--- config.mk ---
export PLATFORM = sky130hd
export DESIGN_NAME = wb_decoder
export DESIGN_NICKNAME = d
export VERILOG_FILES = /design/src/rtl/wb_decoder_pkg.sv /design/src/rtl/wb_decoder_addr_match.sv /design/src/rtl/wb_decoder.sv
export SDC_FILE = /design/constraint.sdc
export NUM_CORES = 1
export LEC_CHECK = 0
export BUFFER_PORTS_ARGS = -buffer_cell sky130_fd_sc_hd__buf_2
export CAP_MARGIN = 20
export CORE_ASPECT_RATIO = 0.75
export CORE_MARGIN = 1
export CORE_UTILIZATION = 40
export DETAILED_ROUTE_END_ITERATION = 10
export HOLD_SLACK_MARGIN = 0.02
export PLACE_DENSITY = 0.77
export SYNTH_ARGS = -nofsm -noshare
export SYNTH_HDL_FRONTEND = slang
export SYNTH_HIERARCHICAL = 1
export SYNTH_SLANG_ARGS = --single-unit
export TNS_END_PERCENT = 20
--- constraint.sdc ---
create_clock -name CLK_I -period 1.61 [get_ports CLK_I]
set_input_delay 0.0805 -clock CLK_I [delete_from_list [all_inputs] [get_ports CLK_I]]
set_output_delay 0.0805 -clock CLK_I [all_outputs]
set_load 0.01 [all_outputs]
--- src/rtl/wb_decoder_pkg.sv ---
// rtl/wb_decoder_pkg.sv - shared state type, bus widths and index-width helper for wb_decoder
package wb_pkg;

  typedef enum logic [1:0] {
    IDLE = 2'd0,
    BUSY = 2'd1,
    RESP = 2'd2
  } wb_state_e;

  localparam int WB_AW = 32;
  localparam int WB_DW = 32;

  // Bits needed to encode n distinct indices; never less than 1 so a
  // single-slave build still has a legal index vector.
  function automatic int clog2(input int n);
    int w;
    w = 1;
    while ((1 << w) < n) w++;
    return w;
  endfunction

endpackage

--- src/rtl/wb_decoder_addr_match.sv ---
// rtl/wb_decoder_addr_match.sv - combinational base/mask address decode with lowest-index priority
module wb_addr_match
  import wb_pkg::*;
#(
  parameter int                       NSLAVE      = 3,
  parameter int                       IW          = 2,
  parameter logic [NSLAVE*WB_AW-1:0]  BASE        = '0,
  parameter logic [NSLAVE*WB_AW-1:0]  MASK        = '0,
  parameter int                       DEFAULT_IDX = -1
) (
  input  logic [WB_AW-1:0] i_adr,
  output logic             o_hit,
  output logic [IW-1:0]    o_idx
);

  // Scan from the top slot down so the lowest matching index is the one left standing.
  always_comb begin
    o_hit = 1'b0;
    o_idx = '0;
    for (int i = NSLAVE - 1; i >= 0; i--) begin
      if ((i_adr & MASK[i*WB_AW +: WB_AW]) ==
          (BASE[i*WB_AW +: WB_AW] & MASK[i*WB_AW +: WB_AW])) begin
        o_hit = 1'b1;
        o_idx = IW'(i);
      end
    end
    if (!o_hit && (DEFAULT_IDX >= 0)) begin
      o_hit = 1'b1;
      o_idx = IW'(DEFAULT_IDX);
    end
  end

endmodule

--- src/rtl/wb_decoder.sv ---
// rtl/wb_decoder.sv - registered Wishbone single-master decoder; WB_DECODER_TIMEOUT_EN adds a BUSY watchdog
module wb_decoder
  import wb_pkg::*;
#(
  parameter int                       NSLAVE      = 3,
  parameter logic [NSLAVE*WB_AW-1:0]  BASE        = {32'h0000_0000, 32'hEEEE_0000, 32'hFFFF_0000},
  parameter logic [NSLAVE*WB_AW-1:0]  MASK        = {32'hFFFF_0000, 32'hFFFF_0000, 32'hFFFF_FFFF},
  parameter int                       DEFAULT_IDX = -1,
  parameter int                       TIMEOUT     = 255
) (
  input  logic                      CLK_I,
  input  logic                      RST_I,
  input  logic                      M_STB_I,
  input  logic                      M_WE_I,
  input  logic [WB_AW-1:0]          M_ADR_I,
  input  logic [WB_DW-1:0]          M_DAT_I,
  output logic [WB_DW-1:0]          M_DAT_O,
  output logic                      M_ACK_O,
  output logic                      M_ERR_O,
  output logic [NSLAVE-1:0]         S_STB_O,
  output logic                      S_WE_O,
  output logic [WB_AW-1:0]          S_ADR_O,
  output logic [WB_DW-1:0]          S_DAT_O,
  input  logic [NSLAVE*WB_DW-1:0]   S_DAT_I,
  input  logic [NSLAVE-1:0]         S_ACK_I
);

  localparam int IW = clog2(NSLAVE);

  wb_state_e           r_state;
  wb_state_e           w_state_nxt;
  logic [IW-1:0]       r_idx;
  logic [NSLAVE-1:0]   r_stb;
  logic                r_we;
  logic [WB_AW-1:0]    r_adr;
  logic [WB_DW-1:0]    r_sdat;
  logic [WB_DW-1:0]    r_mdat;
  logic                r_ack;
  logic                r_err;
  logic                r_fail;

  logic                w_hit;
  logic [IW-1:0]       w_idx;
  logic                w_sel_ack;
  logic [WB_DW-1:0]    w_sel_dat;
  logic                w_timeout;
  logic                w_start;
  logic                w_miss;
  logic                w_done_ack;
  logic                w_done_err;

  wb_addr_match #(
    .NSLAVE      (NSLAVE),
    .IW          (IW),
    .BASE        (BASE),
    .MASK        (MASK),
    .DEFAULT_IDX (DEFAULT_IDX)
  ) u_match (
    .i_adr (M_ADR_I),
    .o_hit (w_hit),
    .o_idx (w_idx)
  );

  // Only the slave that owns the transaction may complete it.
  assign w_sel_ack = S_ACK_I[r_idx];
  assign w_sel_dat = S_DAT_I[int'(r_idx) * WB_DW +: WB_DW];

`ifdef WB_DECODER_TIMEOUT_EN
  localparam logic [15:0] LP_TIMEOUT = 16'(TIMEOUT);
  logic [15:0] r_cnt;

  // Fires on the BUSY cycle whose count would reach the limit.
  assign w_timeout = ((r_cnt + 16'd1) == LP_TIMEOUT);
`else
  // Never fires: without the watchdog BUSY waits for the slave indefinitely.
  assign w_timeout = (TIMEOUT < 0);
`endif

  // Next-state and transfer decisions; an ACK on the timeout cycle takes precedence.
  always_comb begin
    w_state_nxt = r_state;
    w_start     = 1'b0;
    w_miss      = 1'b0;
    w_done_ack  = 1'b0;
    w_done_err  = 1'b0;
    case (r_state)
      IDLE: begin
        if (M_STB_I) begin
          if (w_hit) begin
            w_start     = 1'b1;
            w_state_nxt = BUSY;
          end else begin
            w_miss      = 1'b1;
            w_state_nxt = RESP;
          end
        end
      end
      BUSY: begin
        if (w_sel_ack) begin
          w_done_ack  = 1'b1;
          w_state_nxt = RESP;
        end else if (w_timeout) begin
          w_done_err  = 1'b1;
          w_state_nxt = RESP;
        end
      end
      RESP: w_state_nxt = IDLE;
      default: w_state_nxt = IDLE;
    endcase
  end

  // State register.
  always_ff @(posedge CLK_I) begin
    if (RST_I) r_state <= IDLE;
    else       r_state <= w_state_nxt;
  end

  // Latched request, slave strobe, captured read data and one-cycle response pulses.
  always_ff @(posedge CLK_I) begin
    if (RST_I) begin
      r_idx  <= '0;
      r_stb  <= '0;
      r_we   <= 1'b0;
      r_adr  <= '0;
      r_sdat <= '0;
      r_mdat <= '0;
      r_ack  <= 1'b0;
      r_err  <= 1'b0;
      r_fail <= 1'b0;
`ifdef WB_DECODER_TIMEOUT_EN
      r_cnt  <= '0;
`endif
    end else begin
      r_ack <= 1'b0;
      r_err <= 1'b0;
      if (w_start) begin
        r_idx  <= w_idx;
        r_we   <= M_WE_I;
        r_adr  <= M_ADR_I;
        r_sdat <= M_DAT_I;
        r_stb  <= NSLAVE'(1) << w_idx;
`ifdef WB_DECODER_TIMEOUT_EN
        r_cnt  <= '0;
`endif
      end
`ifdef WB_DECODER_TIMEOUT_EN
      if (r_state == BUSY) r_cnt <= r_cnt + 16'd1;
`endif
      if (w_miss) r_fail <= 1'b1;
      if (w_done_ack) begin
        r_mdat <= w_sel_dat;
        r_stb  <= '0;
        r_fail <= 1'b0;
      end
      if (w_done_err) begin
        r_stb  <= '0;
        r_fail <= 1'b1;
      end
      if (r_state == RESP) begin
        r_ack <= !r_fail;
        r_err <= r_fail;
        if (r_fail) r_mdat <= '0;
      end
    end
  end

  assign M_DAT_O = r_mdat;
  assign M_ACK_O = r_ack;
  assign M_ERR_O = r_err;
  assign S_STB_O = r_stb;
  assign S_WE_O  = r_we;
  assign S_ADR_O = r_adr;
  assign S_DAT_O = r_sdat;

endmodule

* Word level (Yosys, flattened, before mapping) *
Cells that the tools add are included.

cells by class
  order comparisons = 1
  equality and inequality tests = 6
  shift operators = 2
  muxes and demuxes = 23
  bitwise operators = 1
  reduce and logical (&&, ||, !) cells = 6

operator list
  cell                                                 count
  2-to-1 mux 32 bit                                    3
  variable part select 96 x 8 -> 32 bit                1
  equality test 32 bit, second input constant          1
  zero test 32 bit                                     1
  equality test 16 bit, second input constant          1
  2-to-1 mux 1 bit                                     12
  2-to-1 mux 2 bit                                     6
  != test 2 bit, second input constant                 2
  one-hot mux 2 bit (2 select lines)                   1
  OR reduction 2 bit                                   2
  < comparator 2 x 3 -> 1 bit, second input constant   1
  << shifter 1 x 2 -> 3 bit, first input constant      1
  binary-select mux 1 bit (select 2 bit)               1
  equality test 2 x 1 -> 1 bit, second input constant  1
  equality test 2 bit, second input constant           1
  zero test 2 bit                                      1
  AND reduction 2 bit                                  1
  zero test 1 bit                                      1
  inverter 1 bit                                       1

storage, ports and cells
  flip-flop bits (word level) = 107
  bits of input ports = 167
  output and inout bits = 102
  logic and storage cells = 49

* Longest topological paths before layout *
  depth after elaboration = 7
  gate-level depth with buffers = 10
  gate-level depth less buffers = 8

* Cells and area by module *
The synthesis kept the hierarchy.

by module, submodules not included
  module         instances  cells each  area an instance (sq um)  sequential area each (sq um)
  wb_decoder     1          550         4569.4                    2142.1
  wb_addr_match  1          18          135.1                     0.0

* Worst setup path after synthesis *
Ideal clock, no wire load.

  path kind = input -> register
  from = input M_ADR_I[1]
  to = register r_adr[0] (netlist: S_ADR_O[0])
  library setup time = 70 ps
  arrival time = 1662 ps
  data required time = 1540 ps
  setup slack = -122 ps
  cell stages on the path = 9
  buffers on the path = 3
  path through = or4b_4 nor3_2 o22a_1 and3_1 clkbuf_1 buf_2 buf_2 nand2_1 a21oi_1

between the ends
  cells in the longest elaborated chain, start to end = 5

RTL lines
  element               line                         RTL
  from (decl)           wb_decoder.sv:15             input logic [WB_AW-1:0] M_ADR_I,
  equality test 32 bit  wb_decoder_addr_match.sv:21  if ((i_adr & MASK[i*WB_AW +: WB_AW]) ==
  2-to-1 mux 1 bit      wb_decoder_addr_match.sv:21
  via w_hit             wb_decoder.sv:42             logic w_hit;
  2-to-1 mux 1 bit      wb_decoder.sv:89             if (w_hit) begin
  2-to-1 mux 1 bit      wb_decoder.sv:88             if (M_STB_I) begin
  2-to-1 mux 1 bit      wb_decoder.sv:86             case (r_state)
  to (signal assigned)  wb_decoder.sv:124            r_adr <= '0;
  to (signal assigned)  wb_decoder.sv:139            r_adr <= M_ADR_I;
  to (decl)             wb_decoder.sv:35             logic [WB_AW-1:0] r_adr;

The timed path passes the listed nets, and every way through them passes these cells.
A chain may end at the register's enable or synchronous reset.

* Worst setup path in the final report *
  from = input M_ADR_I[6]
  to = register r_sdat[6] (netlist: S_DAT_O[6])

between the ends
  cells in the longest elaborated chain, start to end = 5

RTL lines
  element               line                         RTL
  equality test 32 bit  wb_decoder_addr_match.sv:21
  2-to-1 mux 1 bit      wb_decoder_addr_match.sv:21
  via w_hit             wb_decoder.sv:42
  2-to-1 mux 1 bit      wb_decoder.sv:89
  2-to-1 mux 1 bit      wb_decoder.sv:88
  2-to-1 mux 1 bit      wb_decoder.sv:86
  to (signal assigned)  wb_decoder.sv:125            r_sdat <= '0;
  to (signal assigned)  wb_decoder.sv:140            r_sdat <= M_DAT_I;
  to (decl)             wb_decoder.sv:36             logic [WB_DW-1:0] r_sdat;

The timed path passes the listed nets, and every way through them passes these cells.

==> results.md <==
- Status: finished clean
- Capturing instance or port of the critical path: S_DAT_O[6]
- Wire length of the first global-routing pass: 22900 um
- Number of synthesized register bits: 107
- Die outline height: 95.9 um
- Area of the mapped netlist: 4700 sq um
- Post-synthesis sequential area ratio: 0.455
- Critical Path Fanout Max: 22
- Number of cell instances on the worst register-to-register path: 4
- Setup ws final: 0.0191 ns
- Detail Route met3 WL: 1100 um
- RD Place Congestion: 0.828
- Share of async-settable or async-resettable flops after synthesis: 0
- Prevailing post-synth register cell: sky130_fd_sc_hd__dfxtp_1
- Total design power: 5.43 mW
- Vias in the first global route: 4671
- Distinct cell type count of the synthesized netlist: 37
- Number of iterations in the first detailed-routing pass: 5
- # Max-Cap Violations: 0
- Critical path data required time: 1.80 ns
- Launch point of the worst path: M_ADR_I[6]
- Port buffer count: 268
- Avg Vias per Cell: 5.00
- Fin. max-slew vios: 0
- Top post-synthesis cells by count: 135 x sky130_fd_sc_hd__a21oi_1, 135 x sky130_fd_sc_hd__nand2_1, 107 x sky130_fd_sc_hd__dfxtp_1, 33 x sky130_fd_sc_hd__clkbuf_1, 33 x sky130_fd_sc_hd__nor2_1
- Minimum setup slack after placement: -0.375 ns
- Hold Fails Final Rpt: 0
- Share of the synthesized area in the top cell type: 0.455
- Detailed Place HPWL: 10300 um
- Path category of the worst min-delay check: in -> reg
- Relative slew slack: 0.473
- Core outline area: 11200 sq um
- Routed vias: 5272
- Total Die Area: 12200 sq um
- Dpl cells: 992
- Minimum hold slack: 0.0768 ns
- Number of ports placed on the die boundary: 269
- Initial antenna violation count: 0
- Maximum vdd ir drop: 0.000598 V
- DRC violation count after routing: 0
- Total number of nets in the final design: 1060
- Kind of end point of the critical path: flop
- Endpoint of the worst-slack reg-to-reg timing path: M_DAT_O[7]
- Remaining global-route overflow: 0
- Final core utilization: 0.653
- Cells after Synth: 568
- DRT iter0 DRCs: 241
- Skew-Pair Late Insertion Delay: 0.34 ns
- Maximum clock frequency: 629 MHz
- H-Tree Level Count: 3
- Clock Sink Count: 107
- DR WL met2: 7470 um
- Arrival time at the worst endpoint: 1.79 ns
- Static leakage power: 3.15 nW
- Buffer depth of the longest clock path: 2
- Die outline width: 127 um
- Fraction of layout instances using a drive strength above 1: 0.427
- Worst Setup Path Type: in -> reg
- Tightest Pin Transition: 0.790 ns
- Post-route met1 wirelength: 6550 um
- TritonCTS buffer count: 9
- Per-instance average area after synthesis: 8.28 sq um
- Post-route clock period utilization: 0.988
- Final setup violating endpoints: 0
- Post-synth EDFFs: 0
- Initial core utilization: 0.420
- CTS tree: built
- Finished Layout Cells: 1055
- Number of nets produced by synthesis: 735
- Largest net degree at the start of global routing: 76
- Wire per inst: 14.6 um
- Synthesis Warnings: 6
- Uppermost signal routing layer after detailed routing: met4
- Final clock skew: 0.00895 ns
- Crit path launch type: primary input
- Number of routed nets with antenna violations: 0
- Min Tclk post-route: 1.59 ns
- Synth-to-Final Area Change: 55.2%
- R2r startpoint: r_idx[1]
- Total Routed Length: 15400 um
- Clock Pin Slew Worst Setup and Hold Paths: 0.08 ns
- Dominant cells by area after synthesis: sky130_fd_sc_hd__dfxtp_1 46%, sky130_fd_sc_hd__a21oi_1 14%, sky130_fd_sc_hd__nand2_1 11%
- Hold-critical path depth: 3
- Clock root buffer: sky130_fd_sc_hd__clkbuf_16
- Worst R2R Setup Slack: 0.08 ns
- Number of standard-cell rows in the floorplan: 33
- Count of inserted antenna diode cells: 0
- Global-route usage over all layers: 0.236
- Power per Cell Area: 743 nW/um^2
- Dominant cell type by area after synthesis: sky130_fd_sc_hd__dfxtp_1
==> cell type report <==
type	count	area, sq um
clock buffers	10	229
clock inverters	6	71.3
fillers	943	3890
inverters	2	7.51
multi-input cells	411	2390
flip-flops and latches	107	2150
well taps	157	196
repair buffers	362	2260
==> layer usage <==
| layer | vias to the layer above | global-route usage |
|---|---|---|
| met1 | 2413 | 0.286 |
| li1 | 2619 | - |
| met2 | 218 | 0.410 |
| met3 | 22 | 0.0623 |
| met4 | 0 | 0.0784 |
| met5 | - | 0 |
==> cell usage in the layout, fill, tap and decap left out, types with 2 or more instances in the layout <==
master and count:
sky130_fd_sc_hd__dlygate4sd3_1 42, sky130_fd_sc_hd__nor3_1 3, sky130_fd_sc_hd__inv_6 2, sky130_fd_sc_hd__buf_6 2, sky130_fd_sc_hd__nand2_1 135, sky130_fd_sc_hd__nor2_1 33
sky130_fd_sc_hd__nand2b_1 2, sky130_fd_sc_hd__a211oi_1 6, sky130_fd_sc_hd__nor3b_1 2, sky130_fd_sc_hd__a31oi_1 2, sky130_fd_sc_hd__mux2i_1 32, sky130_fd_sc_hd__nor3_2 5
sky130_fd_sc_hd__nor4_2 4, sky130_fd_sc_hd__dfxtp_1 104, sky130_fd_sc_hd__clkinvlp_4 2, sky130_fd_sc_hd__a21oi_1 135, sky130_fd_sc_hd__buf_2 268, sky130_fd_sc_hd__nor4_1 3
sky130_fd_sc_hd__a211oi_2 26, sky130_fd_sc_hd__buf_12 7, sky130_fd_sc_hd__dfxtp_2 3, sky130_fd_sc_hd__and2_4 2, sky130_fd_sc_hd__buf_4 42, sky130_fd_sc_hd__clkbuf_16 10
sky130_fd_sc_hd__inv_1 2, sky130_fd_sc_hd__nand4_1 3
==> repair_timing <==
action                     4_1_cts  5_1_grt
resized for setup                2       11
setup endpoints to repair       16      103
cloned                           0        3
pin swaps                        1        1
hold buffers                    42        0
hold endpoints to repair        42        0
buffers inserted                 0        2
==> registers in the layout (all words and copies together), names as in the netlist <==
name     count
M_DAT_O     32
S_ADR_O     32
S_DAT_O     32
S_STB_O      3
r_idx        2
r_state      2
M_ACK_O      1
M_ERR_O      1
S_WE_O       1
r_fail       1
==> worst max-delay path, stage by stage <==
cell	delay [ns]
sky130_fd_sc_hd__buf_2	0.11
sky130_fd_sc_hd__nor4_2	0.29
sky130_fd_sc_hd__nand3_1	0.16
sky130_fd_sc_hd__nor3_2	0.25
sky130_fd_sc_hd__o22a_2	0.23
sky130_fd_sc_hd__nand4bb_4	0.23
sky130_fd_sc_hd__buf_12	0.24
sky130_fd_sc_hd__nand2_1	0.10
sky130_fd_sc_hd__a21oi_1	0.08
==> through the flow <==
step	instance area [sq um]	TNS, ns
3_5_place_dp	6470	-23.00
3_3_place_gp	6470	-18.96
2_1_floorplan	4720	-1.10
4_1_cts	7200	-0.000721
5_1_grt	7300	-0.0136
6_report	7300	0
==> logic make-up after synthesis <==
family	after synthesis	synth area share
mux	32	0.0681
compound gates	174	0.234
simple gates	203	0.191
flops	107	0.455
buf+inv	52	0.0516
==> worst min path at each step <==
stage / start / to / slack, ns
final: S_DAT_I[36] / M_DAT_O[4] / 0.08
after global routing: S_DAT_I[34] / M_DAT_O[2] / 0.07
after CTS: S_DAT_I[36] / M_DAT_O[4] / 0.06
after detailed placement: M_DAT_I[22] / S_DAT_O[22] / 0.33
after global placement: M_DAT_I[11] / S_DAT_O[11] / 0.32
after floorplan: RST_I / M_ERR_O / 0.16
==> power by group <==
group	total (mW)	switching, mW	internal, mW
sequential	2.65	0.00292	2.65
combinational	0.536	0.227	0.309
clock	2.24	1.02	1.22
total	5.43	1.25	4.18
(Power assumes the default switching activity.)
